===== config.mk =====
export PLATFORM = sky130hd
export DESIGN_NAME = mem_ctrl
export DESIGN_NICKNAME = d
export VERILOG_FILES = /design/src/rtl/mem_ctrl_pkg.sv /design/src/rtl/mem_ctrl.sv
export SDC_FILE = /design/constraint.sdc
export NUM_CORES = 1
export LEC_CHECK = 0
export ABC_AREA = 1
export BUFFER_PORTS_ARGS = -buffer_cell sky130_fd_sc_hd__buf_2
export CAP_MARGIN = 20
export CORE_ASPECT_RATIO = 2
export CORE_MARGIN = 8
export CORE_UTILIZATION = 49
export CTS_CLUSTER_DIAMETER = 60
export DETAILED_ROUTE_END_ITERATION = 8
export PLACE_DENSITY = 0.87
export SYNTH_ARGS = -nofsm -noshare
export SYNTH_HDL_FRONTEND = slang
export SYNTH_SLANG_ARGS = --single-unit

===== constraint.sdc =====
create_clock -name i_clk -period 2.6 [get_ports i_clk]
set_input_delay 0.13 -clock i_clk [delete_from_list [all_inputs] [get_ports i_clk]]
set_output_delay 0.13 -clock i_clk [all_outputs]
set_load 0.005 [all_outputs]

===== src/rtl/mem_ctrl_pkg.sv =====
// Shared types and constants for the byte-serial RAM controller/arbiter.
// Byte-lane count is derived from the 2-bit MEM-stage length code.
package mem_ctrl_pkg;

  localparam int MC_ADDR_W     = 32;
  localparam int MC_WORD_BYTES = 4;

  typedef enum logic [1:0] {
    MC_IDLE,
    MC_READ,
    MC_WRITE,
    MC_DONE
  } mc_state_t;

  typedef enum logic {
    OWN_IF,
    OWN_MEM
  } mc_owner_t;

  localparam logic [1:0] LEN_B = 2'b00;
  localparam logic [1:0] LEN_H = 2'b01;
  localparam logic [1:0] LEN_W = 2'b11;

  // The reserved code 2'b10 falls through to a full word.
  function automatic logic [2:0] len_bytes(input logic [1:0] len);
    case (len)
      LEN_B:   len_bytes = 3'd1;
      LEN_H:   len_bytes = 3'd2;
      default: len_bytes = 3'(MC_WORD_BYTES);
    endcase
  endfunction

endpackage


===== src/rtl/mem_ctrl.sv =====
// Shares one 8-bit RAM port between IF fetches and MEM loads/stores, moving one byte per cycle.
// Words are assembled/disassembled little-endian; every output is registered.
module mem_ctrl
  import mem_ctrl_pkg::*;
#(
  parameter int ADDR_W = MC_ADDR_W
) (
  input  logic              i_clk,
  input  logic              i_rst,
  input  logic              i_flush,
  input  logic              i_if_req,
  input  logic [ADDR_W-1:0] i_if_addr,
  output logic              o_if_done,
  output logic [31:0]       o_if_inst,
  output logic [ADDR_W-1:0] o_if_pc_back,
  input  logic              i_mem_req,
  input  logic              i_mem_we,
  input  logic [1:0]        i_mem_len,
  input  logic [ADDR_W-1:0] i_mem_addr,
  input  logic [31:0]       i_mem_wdata,
  output logic              o_mem_done,
  output logic [31:0]       o_mem_rdata,
  input  logic [7:0]        i_ram_din,
  output logic [7:0]        o_ram_dout,
  output logic [ADDR_W-1:0] o_ram_a,
  output logic              o_ram_wr
);

  mc_state_t         r_state;
  mc_owner_t         r_owner;
  logic [ADDR_W-1:0] r_addr;
  logic [2:0]        r_nbytes;
  logic [31:0]       r_wdata;
  logic [31:0]       r_data;
  logic [2:0]        r_cnt;

  logic [2:0]        w_next_cnt;
  logic [1:0]        w_next_idx;
  logic [1:0]        w_prev_idx;
  logic [ADDR_W-1:0] w_next_addr;
  logic [31:0]       w_data_upd;
  logic [7:0]        w_wbyte;
  logic              w_grant_if;

  // r_cnt is the index of the byte whose address is on ram_a this cycle;
  // reads land one cycle later, so the byte captured now is r_cnt-1.
  assign w_next_cnt  = r_cnt + 3'd1;
  assign w_next_idx  = w_next_cnt[1:0];
  assign w_prev_idx  = 2'(r_cnt - 3'd1);
  assign w_next_addr = r_addr + ADDR_W'(w_next_cnt);
  assign w_data_upd  = r_data | ({24'd0, i_ram_din} << {w_prev_idx, 3'b000});
  assign w_wbyte     = r_wdata[{w_next_idx, 3'b000} +: 8];
  assign w_grant_if  = i_if_req && !i_flush && !i_mem_req;

  always_ff @(posedge i_clk) begin
    if (i_rst) begin
      r_state      <= MC_IDLE;
      r_owner      <= OWN_IF;
      r_addr       <= '0;
      r_nbytes     <= '0;
      r_wdata      <= '0;
      r_data       <= '0;
      r_cnt        <= '0;
      o_if_done    <= 1'b0;
      o_if_inst    <= '0;
      o_if_pc_back <= '0;
      o_mem_done   <= 1'b0;
      o_mem_rdata  <= '0;
      o_ram_dout   <= '0;
      o_ram_a      <= '0;
      o_ram_wr     <= 1'b0;
    end else begin
      o_if_done  <= 1'b0;
      o_mem_done <= 1'b0;
      case (r_state)
        MC_IDLE: begin
          if (i_mem_req) begin
            r_owner  <= OWN_MEM;
            r_addr   <= i_mem_addr;
            r_nbytes <= len_bytes(i_mem_len);
            r_wdata  <= i_mem_wdata;
            r_data   <= '0;
            r_cnt    <= '0;
            o_ram_a  <= i_mem_addr;
            if (i_mem_we) begin
              r_state    <= MC_WRITE;
              o_ram_wr   <= 1'b1;
              o_ram_dout <= i_mem_wdata[7:0];
            end else begin
              r_state <= MC_READ;
            end
          end else if (w_grant_if) begin
            r_owner  <= OWN_IF;
            r_addr   <= i_if_addr;
            r_nbytes <= 3'(MC_WORD_BYTES);
            r_wdata  <= '0;
            r_data   <= '0;
            r_cnt    <= '0;
            o_ram_a  <= i_if_addr;
            r_state  <= MC_READ;
          end
        end

        MC_READ: begin
          if (r_owner == OWN_IF && i_flush) begin
            r_state <= MC_IDLE;
          end else begin
            if (r_cnt != 3'd0) begin
              r_data <= w_data_upd;
            end
            if (r_cnt == r_nbytes) begin
              r_state <= MC_DONE;
              if (r_owner == OWN_IF) begin
                o_if_done    <= 1'b1;
                o_if_inst    <= w_data_upd;
                o_if_pc_back <= r_addr;
              end else begin
                o_mem_done  <= 1'b1;
                o_mem_rdata <= w_data_upd;
              end
            end else begin
              r_cnt <= w_next_cnt;
              if (w_next_cnt != r_nbytes) begin
                o_ram_a <= w_next_addr;
              end
            end
          end
        end

        MC_WRITE: begin
          if (w_next_cnt == r_nbytes) begin
            r_state    <= MC_DONE;
            o_mem_done <= 1'b1;
            o_ram_wr   <= 1'b0;
            o_ram_dout <= '0;
          end else begin
            r_cnt      <= w_next_cnt;
            o_ram_a    <= w_next_addr;
            o_ram_dout <= w_wbyte;
          end
        end

        MC_DONE: begin
          r_state <= MC_IDLE;
        end

        default: begin
          r_state <= MC_IDLE;
        end
      endcase
    end
  end

endmodule


# ---- Word level (Yosys, flattened, before mapping)
# Cells that the tools add are included.
dict set report totals {
  in_bits 112
  output_inout_bits 139
  wordCells 109
  ff_bits 244
}
dict set report op_classes {
  addsub 3
  reduce_logical 22
  mux 45
  n_eq_ne 17
  bitwise 5
  shifts 2
}
# op count
set ops {}
lappend ops {{$mux W32} 11}
lappend ops {{$pmux W32 S3} 1}
lappend ops {{$pmux W32 S2} 1}
lappend ops {{$add A32 B3 Y32} 1}
lappend ops {{$or A32 B32 Y32} 1}
lappend ops {{$shiftx A32 B6 Y8} 1}
lappend ops {{$shl A8 B5 Y32} 1}
lappend ops {{$mux W8} 3}
lappend ops {{$mux W3} 7}
lappend ops {{$ne A2 B2 Y1 const B} 8}
lappend ops {{$pmux W8 S2} 1}
lappend ops {{$reduce_and A4 Y1} 4}
lappend ops {{$mux W2} 6}
lappend ops {{$mux W1} 10}
lappend ops {{$pmux W3 S3} 1}
lappend ops {{$pmux W2 S4} 1}
lappend ops {{$eq A3 B3 Y1} 2}
lappend ops {{$ne A3 B3 Y1 const B} 2}
lappend ops {{$pmux W3 S2} 1}
lappend ops {{$reduce_and A3 Y1} 2}
lappend ops {{$reduce_and A6 Y1} 1}
lappend ops {{$reduce_bool A2 Y1} 3}
lappend ops {{$reduce_bool A3 Y1} 2}
lappend ops {{$reduce_and A5 Y1} 1}
lappend ops {{12 further kinds} 22}

# ---- Longest topological paths before layout
# Gate-level depths: netlist of run 1.
dict set report logic_depth {
  depth_word 6
  ltp_mapped 20
  ltp_nobuf 16
}

# ---- Worst setup path after synthesis of run 1
# OpenSTA, ideal clock, no wires.
dict set report synth_timing {
  kind {flip-flop to flip-flop}
  startpoint {register r_cnt[0]}
  endpoint {register o_ram_a[28]}
  n_path_buf 4
  setup_ns 0.128
  t_required_ns 2.472
  synth_period_minus_slack_ns 2.804
  t_arrival_ns 2.677
  stages_incl_launch_ff 21
  slack_ns -0.204
  cell_sequence {dfxtp_1 buf_4 inv_4 clkbuf_1 ha_1 buf_4 inv_2 clkbuf_1 fa_1 inv_1 nand2_1 nand2_1 nand2_1 nor2_1 nand2_1 nand2_1 nand2_1 nor2_1 nor2_1 nor2_1 nor2_1}
}
dict set report synth_between {
  elab_chain_len 6
  elab_cells_between_ends 14
  classes_between {add/sub: 2; eq/ne: 6; mux: 5; reduce/logical: 1}
}
# element line
set synth_lines {}
lappend synth_lines {{from (decl)} mem_ctrl.sv:35} ;# logic [2:0] r_cnt;
lappend synth_lines {{from (signal assigned)} mem_ctrl.sv:122} ;# r_cnt <= w_next_cnt;
lappend synth_lines {{from (signal assigned)} mem_ctrl.sv:137} ;# r_cnt <= w_next_cnt;
lappend synth_lines {{$add A3 B1 Y3} mem_ctrl.sv:47} ;# assign w_next_cnt = r_cnt + 3'd1;
lappend synth_lines {{$add A32 B3 Y32} mem_ctrl.sv:50} ;# assign w_next_addr = r_addr + ADDR_W'(w_next_cnt);
lappend synth_lines {{$mux W32} mem_ctrl.sv:123} ;# if (w_next_cnt != r_nbytes) begin
lappend synth_lines {{$mux W32} mem_ctrl.sv:111} ;# if (r_cnt == r_nbytes) begin
lappend synth_lines {{$mux W32} mem_ctrl.sv:105} ;# if (r_owner == OWN_IF && i_flush) begin
lappend synth_lines {{$pmux W32 S3} mem_ctrl.sv:75} ;# case (r_state)
lappend synth_lines {{to (signal assigned)} mem_ctrl.sv:84} ;# o_ram_a <= i_mem_addr;
lappend synth_lines {{to (signal assigned)} mem_ctrl.sv:124} ;# o_ram_a <= w_next_addr;
lappend synth_lines {{to (signal assigned)} mem_ctrl.sv:138} ;# o_ram_a <= w_next_addr;
lappend synth_lines {{to (decl)} mem_ctrl.sv:25} ;# output logic [ADDR_W-1:0] o_ram_a,
# Several ways; a longest one is shown, not always the timed one. The select of a mux whose other input is x is not followed.
# A chain may end at the register's enable or synchronous reset.

# ---- Worst setup path in the final report of run 1
dict set report layout_timing {
  startpoint {register r_cnt[1]}
  endpoint {register o_ram_a[30]}
}
# The elaborated chain is that of the path after synthesis.

==> results of run 1 <==
cell usage in the layout, fill, tap and decap left out, types with 4 or more instances in the layout:
master           n
nand2_1        487
buf_2          249
dfxtp_1        243
a21oi_1        216
nand3_1        163
nor2_1         133
o21ai_0         55
inv_1           52
dlygate4sd3_1   48
o21bai_1        33
buf_4           30
clkbuf_16       22
a211oi_1        15
mux2i_1         13
o22ai_1         10
a31oi_1          9
ha_1             8
xor2_1           7
o21ai_1          7
nand3_2          6
nor2_2           6
nor3_1           5
clkinv_2         5
inv_2            4
clkbuf_1         4
clkinv_4         4
worst max-delay path: cells and delay by family, from the launching register on:
family / cells / cell delay (ns)
buffers and inverters: 3 / 0.28
flip-flops: 1 / 0.35
AND/OR/NAND/NOR: 8 / 0.80
AO/OA/AOI/OAI: 1 / 0.06
adder cells (fa/ha/maj): 2 / 0.76
cell usage after synthesis (4+ instances only):
cell	number
nand3_2	5
a31oi_1	9
nor2_1	139
o21ai_1	7
nor3_1	5
a211oi_1	15
buf_2	24
nand3_1	164
o22ai_1	10
xor2_1	7
mux2i_1	13
ha_1	9
a21oi_1	216
clkbuf_1	71
dfxtp_1	244
nand2_1	488
inv_1	52
o21ai_0	55
o21bai_1	33
inv_2	4
buf_4	9
routing by layer:
metal	track usage (%)	up-vias
li1	-	5812
met1	26.7	5566
met2	50.6	519
met3	3.94	202
met4	26.4	0
met5	0	-
cells by family (layout without fill, tap and decap cells):
family	Yosys count	in the layout	share of synthesized area (%)
simple gates	820	821	30.6
compound gates	349	349	16.9
flops	244	244	43.3
buf+inv	169	431	6.34
mux	13	13	1.15
fa+ha+maj	10	10	1.17
xor+xnor	7	7	0.543
other cells	0	2	0
worst paths after layout:
kind                         start                to  slack, ns  depth (start not counted)
setup reg to reg          r_cnt[1]       o_ram_a[30]       0.19                         14
hold / removal        i_if_addr[5]         r_addr[5]       0.01                          5
hold reg to reg   o_if_pc_back[20]  o_if_pc_back[20]       0.46                          2
setup / recovery          r_cnt[1]       o_ram_a[30]       0.19                         14
timing repair:
action,CTS,global route
buffers inserted,0,0
setup endpoints to repair,0,18
hold endpoints to repair,50,0
hold buffers,48,0
resized for setup,0,4
state kept, by name (all words and copies together), names as in the netlist:
register	flops
o_if_done	1
o_if_inst	32
o_if_pc_back	32
o_mem_done	1
o_mem_rdata	32
o_ram_a	32
o_ram_dout	8
o_ram_wr	1
r_addr	32
r_cnt	3
r_data	32
r_nbytes	3
r_owner	1
r_state	2
r_wdata	32
stage by stage:
stage / worst slack [ns] / hold WS (ns) / total power [W] / area, um2
floorplan: 0.0327 / 0.277 / 0.00833 / 11300
global placement: 0.191 / 0.388 / 0.0100 / 12700
detailed placement: 0.0840 / 0.388 / 0.0101 / 12700
CTS: 0.0569 / 0.00323 / 0.0133 / 13900
global route: -0.000318 / 0.0288 / 0.0141 / 13900
finish: 0.187 / 0.0134 / 0.0134 / 13900
power groups by stage:
stage                     clock network, W  logic [W]  registers [W]
after floorplan                          0    0.00356        0.00477
after global placement                   0    0.00503        0.00501
after detailed placement                 0    0.00510        0.00502
after CTS                          0.00317    0.00519        0.00494
after global routing               0.00331    0.00580        0.00502
final                              0.00313    0.00530        0.00498
cell type report:
cell class	instances	share of cell area [%]
diodes	2	0.0360
inverters	60	1.64
flip-flops and latches	244	35.1
multi-input cells	1200	41.3
clock inverters	13	0.719
repair buffers	331	14.5
clock buffers	27	4.16
well taps	280	2.52
==> run_results.csv, run 1 <==
group,metric,value,unit
layout,syn2layout_area_growth,23.2,%
detailed_routing,top_layer,"met4",
synth,syn_avg_cell_area,7.01,um2
global_route,grt_pass1_wl,63.1,mm
synth,syn_area,11300,um2
critical_path,cp_max_fo,12,
placed_design,io_buffers,250,
synth,synth_top_area_share,43.3,%
layout,fillCellCount,2079,
flow_run,cap_violations,0,
synth,synth_nets,1734,
global_route,grt_pass1_vias,12100,
critical_path,max_stage_delay,0.41,ns
global_route,grt_overflow,0,
timing,setup-violations-final,0,
cts,cts_buffers,22,
timing,slew_viol_final,0,
placed_design,place_inst,2066,
timing,period_minus_slack,2.41,ns
synth,yosys.area.top_type,"dfxtp_1",
die,num_rows,78,
power,leakagePower,5.88,nW
critical_path,crit_required,2.97,ns
cts,clk_pin_slew_worst_paths,0.07,ns
layout,nets,1981,
critical_path,setup.worst_path.class,"reg -> reg",
critical_path,endpoint_kind,"register",
hold_path,hold_path_class,"in -> reg",
cts,clk_path_buf_depth,3,
synth,synth_cells,1612,
timing,worstMarginPinSlew,1.01,ns
cts,cts_tree,"built",
synth,synth.area.top_cells,"dfxtp_1 43%, nand2_1 16%, a21oi_1 9.6%, nand3_1 7.3%, nor2_1 4.6%",
timing,fin_skew,0.0197,ns
die,die_height,231,um
detailed_routing,num_vias,12100,
synth,ys_ff_latch,244,
die,dieArea,28500,um2
timing,setup_tns,0,ns
power,p_clk_share,23.3,%
global_route,grt_use_total,28.3,%
die,core_area,22600,um2
global_route,grt_max_degree,211,
die,pin_count,251,
synth,seq_area_frac_synth,43.3,%
synth,async_flop_share,0,%
timing,fin_crit_sh,92.8,%
die,chipWidth,123,um
power,power.switching,0.00575,W
synth,synth_edf_count,0,
synth,synth-main-ff-cell,"dfxtp_1",
layout,register_area,4890,um2
critical_path,cpMaxStageDelayCell,"fa_1",
timing,finalHoldViolCount,0,
power,pwr-share-seq,37.2,%
power,vdd_drop_max,671,uV
detailed_routing,vias_per_cell,5.61,
cts,clk_root_buffer_cell,"clkbuf_16",
timing,slew_headroom,32.5,%
detailed_routing,dr.pass1.iters,7,
power,power_density,964,nW/um2
placed_design,gpl.final_weighted_congestion,1.05,
global_route,antenna_found_initial,2,
detailed_routing,ant_nets,0,
cts,htree_num_levels,1,
critical_path,critPathLaunchType,"register",
placed_design,dp_hpwl,29.6,mm
cts,cts.sinks,244,
detailed_routing,met1_length,13.3,mm
power,switching_share,42.9,%
synth,synth.distinct_cells,40,
critical_path,crit_top_cell,"nand2_1",
layout,multiInputGateArea,5740,um2
detailed_routing,met2_length,21.6,mm
critical_path,crit_chain,"inv_1, ha_4, inv_2, fa_1, inv_1, nand3_1, nand2_1, nand3_2, nor2_2, nand2_1, nand2_1, nand3_1, nand2_1, a21oi_1",
power,combPwrFrac,39.5,%
detailed_routing,drt_iter0_markers,1115,
detailed_routing,drc,0,
die,start_util,49.9,%
timing,fmaxAchievable,414,MHz
synth,yosys_warnings,0,
detailed_routing,routedWlPerCell,19.3,um
detailed_routing,routed_wl,41.6,mm
outcome,status,"finished, final reports clean",
layout,drive_above_1_share,18.9,%
cts,clk_latency,0.54,ns
power,internal-power,0.00766,W
timing,rsz0062_at_grt,"yes",
layout,final_cells,2157,
detailed_routing,wl_met3,2.40,mm
critical_path,crit_arrival,2.78,ns
layout,fin_util,61.5,%
Note: power is estimated with default switching activity, not from simulation.
==> inputs of run 2 (changes only) <==
--- a/config.mk
+++ b/config.mk
@@ -9,7 +9,7 @@
 export BUFFER_PORTS_ARGS = -buffer_cell sky130_fd_sc_hd__buf_2
 export CAP_MARGIN = 20
 export CORE_ASPECT_RATIO = 2
-export CORE_MARGIN = 8
+export CORE_MARGIN = 5
 export CORE_UTILIZATION = 49
 export CTS_CLUSTER_DIAMETER = 60
 export DETAILED_ROUTE_END_ITERATION = 8
==> run 2 against run 1 <==
  * Hold slack lost 0.0038 ns
  * Clock power up 18%
  * Largest cell class unchanged
  * Die area down 7.3%
  * Maximum frequency is 0.44% higher
  * Clock skew is 0.0018 ns higher
==> run_results.csv, run 2 (same netlist as run 1, synthesis figures left out) <==
group,metric,value,unit
timing,worstMarginPinSlew,0.934,ns
global_route,grt_pass1_vias,11900,
timing,fin_skew,0.0215,ns
critical_path,max_stage_delay,0.41,ns
placed_design,place_inst,2071,
global_route,grt_use_total,30.1,%
timing,setup-violations-final,0,
cts,post_cts_buffers,0,
critical_path,cp_max_fo,12,
cts,htree_num_levels,1,
placed_design,gpl.final_weighted_congestion,1.01,
cts,clk_root_buffer_cell,"clkbuf_16",
layout,antennaDiodeCount,0,
hold_path,hold_path_class,"in -> reg",
global_route,grt_overflow,0,
cts,clk_latency,0.53,ns
critical_path,crit_family,"simple AND/OR/NAND/NOR gates",
critical_path,endpoint_kind,"register",
flow_run,cap_violations,0,
critical_path,setup.worst_path.class,"reg -> reg",
cts,cts.sinks,244,
placed_design,io_buffers,250,
die,chipWidth,117,um
power,combPwrFrac,37.9,%
detailed_routing,routed_wl,41.4,mm
layout,final_cells,2162,
power,p_clk_share,26.3,%
layout,nets,1988,
cts,cts_buffers,22,
timing,slew_viol_final,0,
critical_path,critPathLaunchType,"register",
power,vdd_drop_max,799,uV
timing,setup_tns,0,ns
detailed_routing,routedWlPerCell,19.2,um
timing,fmaxAchievable,416,MHz
die,start_util,49.7,%
critical_path,crit_arrival,2.78,ns
global_route,antenna_found_initial,0,
placed_design,dp_hpwl,29.6,mm
layout,fin_util,62.1,%
critical_path,cpMaxStageDelayCell,"fa_1",
die,num_rows,78,
detailed_routing,drt_iter0_markers,930,
detailed_routing,dr.pass1.iters,7,
power,internal-power,0.00828,W
power,switching_share,40.8,%
timing,fin_crit_sh,92.4,%
detailed_routing,ant_nets,0,
timing,slew_headroom,37.7,%
detailed_routing,drc,0,
layout,final_common_cell,"nand2_1",
power,leakagePower,5.99,nW
timing,hold_slack,0.00953,ns
die,pin_count,251,
cts,clk_path_buf_depth,3,
power,power.switching,0.00572,W
timing,period_minus_slack,2.40,ns
power,power,0.0140,W
critical_path,crit_top_cell,"nand2_1",
critical_path,crit_required,2.97,ns
power,power_density,992,nW/um2
critical_path,crit_chain,"inv_4, ha_4, inv_2, fa_1, inv_1, nand3_1, nand2_1, nand3_1, nor2_2, nand2_1, nand2_1, nand3_1, nand2_1, a21oi_1",
die,core_area,22700,um2
global_route,grt_max_degree,211,
layout,final_cell_mix,"486 x nand2_1, 249 x buf_2, 242 x dfxtp_1",
power,pwr-share-seq,35.7,%
die,die_height,225,um
critical_path,path_buf_inv,3,
outcome,status,"finished, final reports clean",
detailed_routing,vias_per_cell,5.59,
timing,finalHoldViolCount,0,
cts,clk_pin_slew_worst_paths,0.07,ns
timing,rsz0062_at_grt,"no",
cts,cts_tree,"built",
die,dieArea,26400,um2
detailed_routing,num_vias,12100,
global_route,grt_pass1_wl,64.1,mm
layout,drive_above_1_share,19.1,%
layout,syn2layout_area_growth,25.0,%
-- run 2: changes by cell type in the layout (fill, tap and decap cells not counted), moves of 2 or more --
cell           before  now
dlygate4sd3_1      48   50
nor2_2              6    3
bufinv_16           0    5
clkinv_2            5    3
diode_2             2    0
nor2_1            133  135
clkinv_4            4    2
buf_4              30   35
-- run 2: per-stage QoR --
| step | worst slack, ns | instance area (um2) |
|---|---|---|
| CTS | 0.115 | 14100 |
| finish | 0.198 | 14100 |
| global placement | 0.200 | 12800 |
| detailed placement | 0.131 | 12800 |
| global route | 0.00701 | 14100 |
| floorplan | 0.0327 | 11300 |
-- run 2: final timing paths --
check,to,from,cells past startpoint,slack [ns]
max,o_ram_a[30],r_cnt[0],14,0.20
min,r_addr[27],i_if_addr[27],3,0.01
max reg2reg,o_ram_a[30],r_cnt[0],14,0.20
min reg2reg,o_if_pc_back[20],o_if_pc_back[20],2,0.46
-- run 2: power by group through the flow --
stage	Sequential, W	Combinational (W)	Clock [W]
2_1_floorplan	0.00477	0.00356	0
3_3_place_gp	0.00504	0.00506	0
3_5_place_dp	0.00504	0.00514	0
4_1_cts	0.00496	0.00525	0.00372
5_1_grt	0.00504	0.00587	0.00388
6_report	0.00500	0.00531	0.00369
-- run 2: metal layers --
metal / GRT usage [%] / share of wire [%] / wire length (um) / up-vias
met5: 0 / 0 / 0 / -
met4: 23.3 / 9.2 / 3800 / 0
met3: 4.03 / 5.2 / 2150 / 169
met2: 56.4 / 53 / 21900 / 506
met1: 29.2 / 33 / 13600 / 5585
li1: - / - / - / 5834
-- run 2: worst register-to-register path: stages, from the launching register on --
cell and delay (ns):
dfxtp_4 0.38, inv_4 0.08, ha_4 0.28, inv_2 0.04, fa_1 0.41, inv_1 0.10, nand3_1 0.07, nand2_1 0.13
nand3_1 0.22, nor2_2 0.20, nand2_1 0.06, nand2_1 0.07, nand3_1 0.06, nand2_1 0.09, a21oi_1 0.05
-- run 2: what timing repair did --
item                                   CTS  global route
setup endpoints to repair                0            22
endpoints found under the hold margin   51             0
hold buffers                            50             0
gates resized for setup                  0             5
-- run 2: layout make-up --
| type | instances | area, um2 |
|---|---|---|
| timing repair buffer | 339 | 2100 |
| inverter | 60 | 228 |
| sequential | 244 | 4890 |
| clock inverter | 12 | 199 |
| tap | 280 | 350 |
| multi-input combinational | 1199 | 5730 |
| clock buffer | 28 | 614 |
| fill | 1992 | 8630 |
==> inputs of run 3 (changes only) <==
--- a/config.mk
+++ b/config.mk
@@ -13,7 +13,7 @@
 export CORE_UTILIZATION = 49
 export CTS_CLUSTER_DIAMETER = 60
 export DETAILED_ROUTE_END_ITERATION = 8
-export PLACE_DENSITY = 0.87
+export PLACE_DENSITY = 0.76
 export SYNTH_ARGS = -nofsm -noshare
 export SYNTH_HDL_FRONTEND = slang
 export SYNTH_SLANG_ARGS = --single-unit
==> constraint.sdc (replaced) <==
create_clock -name i_clk -period 2.6 [get_ports i_clk]
set_input_delay 0.52 -clock i_clk [delete_from_list [all_inputs] [get_ports i_clk]]
set_output_delay 0.52 -clock i_clk [all_outputs]
set_load 0.005 [all_outputs]
==> run 3 against run 2 <==
  * Die area stayed put
  * Register-to-register slack worse by 0.04 ns
  * First-iteration DRC count is 7.4% lower
  * Critical path depth stayed put
  * Count of clock-buffer cells in the layout is 1 lower
  * Setup slack worse by 0.039 ns
  * Clock skew is 0.0016 ns lower
  * Utilization is 2.4 points lower
  * Total power is 3.6% lower
  * Clock power is 11% lower
  * Via count is 3.0% lower
  * Flip-flop and latch count stayed put
==> run_results.csv, run 3 (same netlist as run 1, synthesis figures left out) <==
group,metric,value,unit
critical_path,ff2ff_setup_slack,0.16,ns
cts,htree_num_levels,1,
cts,clk_path_buf_depth,3,
layout,drive_above_1_share,20.0,%
critical_path,max_stage_delay,0.42,ns
timing,slew_headroom,31.6,%
hold_path,holdPathStages,3,
cts,post_cts_buffers,0,
layout,final_common_cell,"nand2_1",
timing,hold_slack,0.247,ns
timing,fin_skew,0.0199,ns
cts,cts_buffers,22,
placed_design,dpl_cell_area,12800,um2
layout,final_cell_mix,"486 x nand2_1, 249 x buf_2, 243 x dfxtp_1",
die,start_util,49.7,%
power,leakagePower,5.75,nW
critical_path,r2r_end,"o_ram_a[14]",
layout,syn2layout_area_growth,20.1,%
outcome,status,"finished, final reports clean",
power,pwr-share-seq,36.7,%
die,num_rows,78,
detailed_routing,vias_per_cell,5.54,
critical_path,crit_required,3.06,ns
critical_path,rr_startpoint,"r_cnt[1]",
detailed_routing,drt_iter0_markers,861,
critical_path,crit_arrival,2.90,ns
power,internal-power,0.00779,W
timing,finalHoldViolCount,0,
cts,cts.sinks,244,
critical_path,crit_chain,"inv_1, ha_4, inv_2, fa_1, inv_1, nand3_1, nand2_1, nand3_2, buf_4, o21ai_0, nand3_1, nand2_1, nand2_1, a21oi_1",
critical_path,critPathLaunchType,"register",
critical_path,endpoint_kind,"register",
placed_design,dp_slack,0.0784,ns
layout,nets,1943,
layout,fin_util,59.6,%
timing,slew_viol_final,0,
timing,worstMarginPinSlew,1.02,ns
flow_run,cap_violations,0,
die,core_area,22700,um2
die,chipWidth,117,um
critical_path,setup.worst_path.class,"reg -> reg",
hold_path,holdPathEnd,"r_wdata[30]",
cts,clk_latency,0.54,ns
layout,fillCellCount,2223,
cts,cts_resized,0,
layout,antennaDiodeCount,0,
critical_path,cpMaxStageDelayCell,"fa_1",
detailed_routing,routedWlPerCell,18.8,um
power,p_clk_share,24.5,%
hold_path,hp-start,"i_mem_wdata[30]",
placed_design,dp_hpwl,29.5,mm
die,pin_count,251,
power,combPwrFrac,38.8,%
power,power.switching,0.00571,W
global_route,grt_max_degree,128,
global_route,grt_use_total,28.4,%
timing,rsz0062_at_grt,"no",
die,dieArea,26400,um2
timing,period_minus_slack,2.44,ns
cts,holdBufCountCts,0,
die,die_height,225,um
critical_path,r2r_cells,14,
global_route,grt_pass1_wl,60.5,mm
critical_path,crit_top_cell,"nand2_1",
detailed_routing,num_vias,11700,
power,vdd_drop_max,717,uV
detailed_routing,dr.pass1.iters,5,
detailed_routing,routed_wl,39.8,mm
hold_path,hold_path_class,"in -> reg",
power,power_density,995,nW/um2
critical_path,crit_family,"adder cells",
timing,fmaxAchievable,410,MHz
global_route,grt_pass1_vias,11100,
cts,cts_tree,"built",
layout,stdcell_area,13600,um2
timing,fin_crit_sh,93.9,%
global_route,antenna_found_initial,2,
critical_path,path_buf_inv,4,
critical_path,path_depth,14,
timing,setup_tns,0,ns
placed_design,gpl.final_weighted_congestion,0.983,
cts,clk_root_buffer_cell,"clkbuf_16",
cts,clk_pin_slew_worst_paths,0.07,ns
global_route,grt_overflow,0,
power,switching_share,42.3,%
detailed_routing,drc,0,
placed_design,io_buffers,250,
critical_path,cp_max_fo,5,
timing,setup-violations-final,0,
detailed_routing,ant_nets,0,
timing,fin_ws,0.159,ns
## run 3: cell types whose count changed in the layout (fill, tap and decap cells not counted), moves of 2 or more
cell	previous run	this run
dlygate4sd3_1	50	0
buf_4	35	41
bufinv_16	5	1
clkinvlp_4	1	4
clkbuf_1	3	1
clkbuf_8	2	4
clkinv_2	3	5
## run 3: how the worst max path moves through the flow
| stage | start | to | slack, ns |
|---|---|---|---|
| after global placement | r_cnt[0] | o_ram_a[14] | 0.11 |
| after global routing | r_cnt[0] | o_ram_a[17] | 0.02 |
| after floorplan | r_cnt[0] | o_ram_a[28] | 0.03 |
| final | r_cnt[1] | o_ram_a[14] | 0.16 |
| after CTS | r_cnt[0] | o_ram_a[17] | 0.04 |
| after detailed placement | r_cnt[0] | o_ram_a[30] | 0.08 |
## run 3: worst min-delay path, stage by stage
cell     delay, ns
buf_2         0.09
nand2_1       0.05
a21oi_1       0.05
## run 3: power groups by stage
stage               combinational (W)  clock (W)  sequential, W
global placement              0.00514          0        0.00501
floorplan                     0.00356          0        0.00477
global route                  0.00575    0.00350        0.00498
finish                        0.00524    0.00330        0.00496
detailed placement            0.00520          0        0.00501
CTS                           0.00522    0.00335        0.00494
## run 3: stage by stage
stage / cells / total power [W]
final: 2117 / 0.0135
after global routing: 2117 / 0.0142
after CTS: 2117 / 0.0135
after detailed placement: 2077 / 0.0102
after global placement: 2077 / 0.0102
after floorplan: 1612 / 0.00833
## run 3: cell type report
type | count | area [um2] | share of cell area [%]
multi-input combinational | 1199 | 5740 | 42.3
sequential | 244 | 4890 | 36.0
timing repair buffer | 294 | 1630 | 12.0
clock buffer | 27 | 609 | 4.49
tap | 280 | 350 | 2.58
inverter | 60 | 228 | 1.68
clock inverter | 13 | 119 | 0.876
## run 3: per-layer routing
layer / track usage, % / share of wire, % / up-vias / wire [um]
met3: 3.80 / 4.8 / 131 / 1910
met5: 0 / 0.080 / - / 32
met4: 20.8 / 8.3 / 4 / 3290
li1: - / - / 5732 / -
met2: 53.6 / 53 / 416 / 21200
met1: 27.7 / 33 / 5452 / 13300
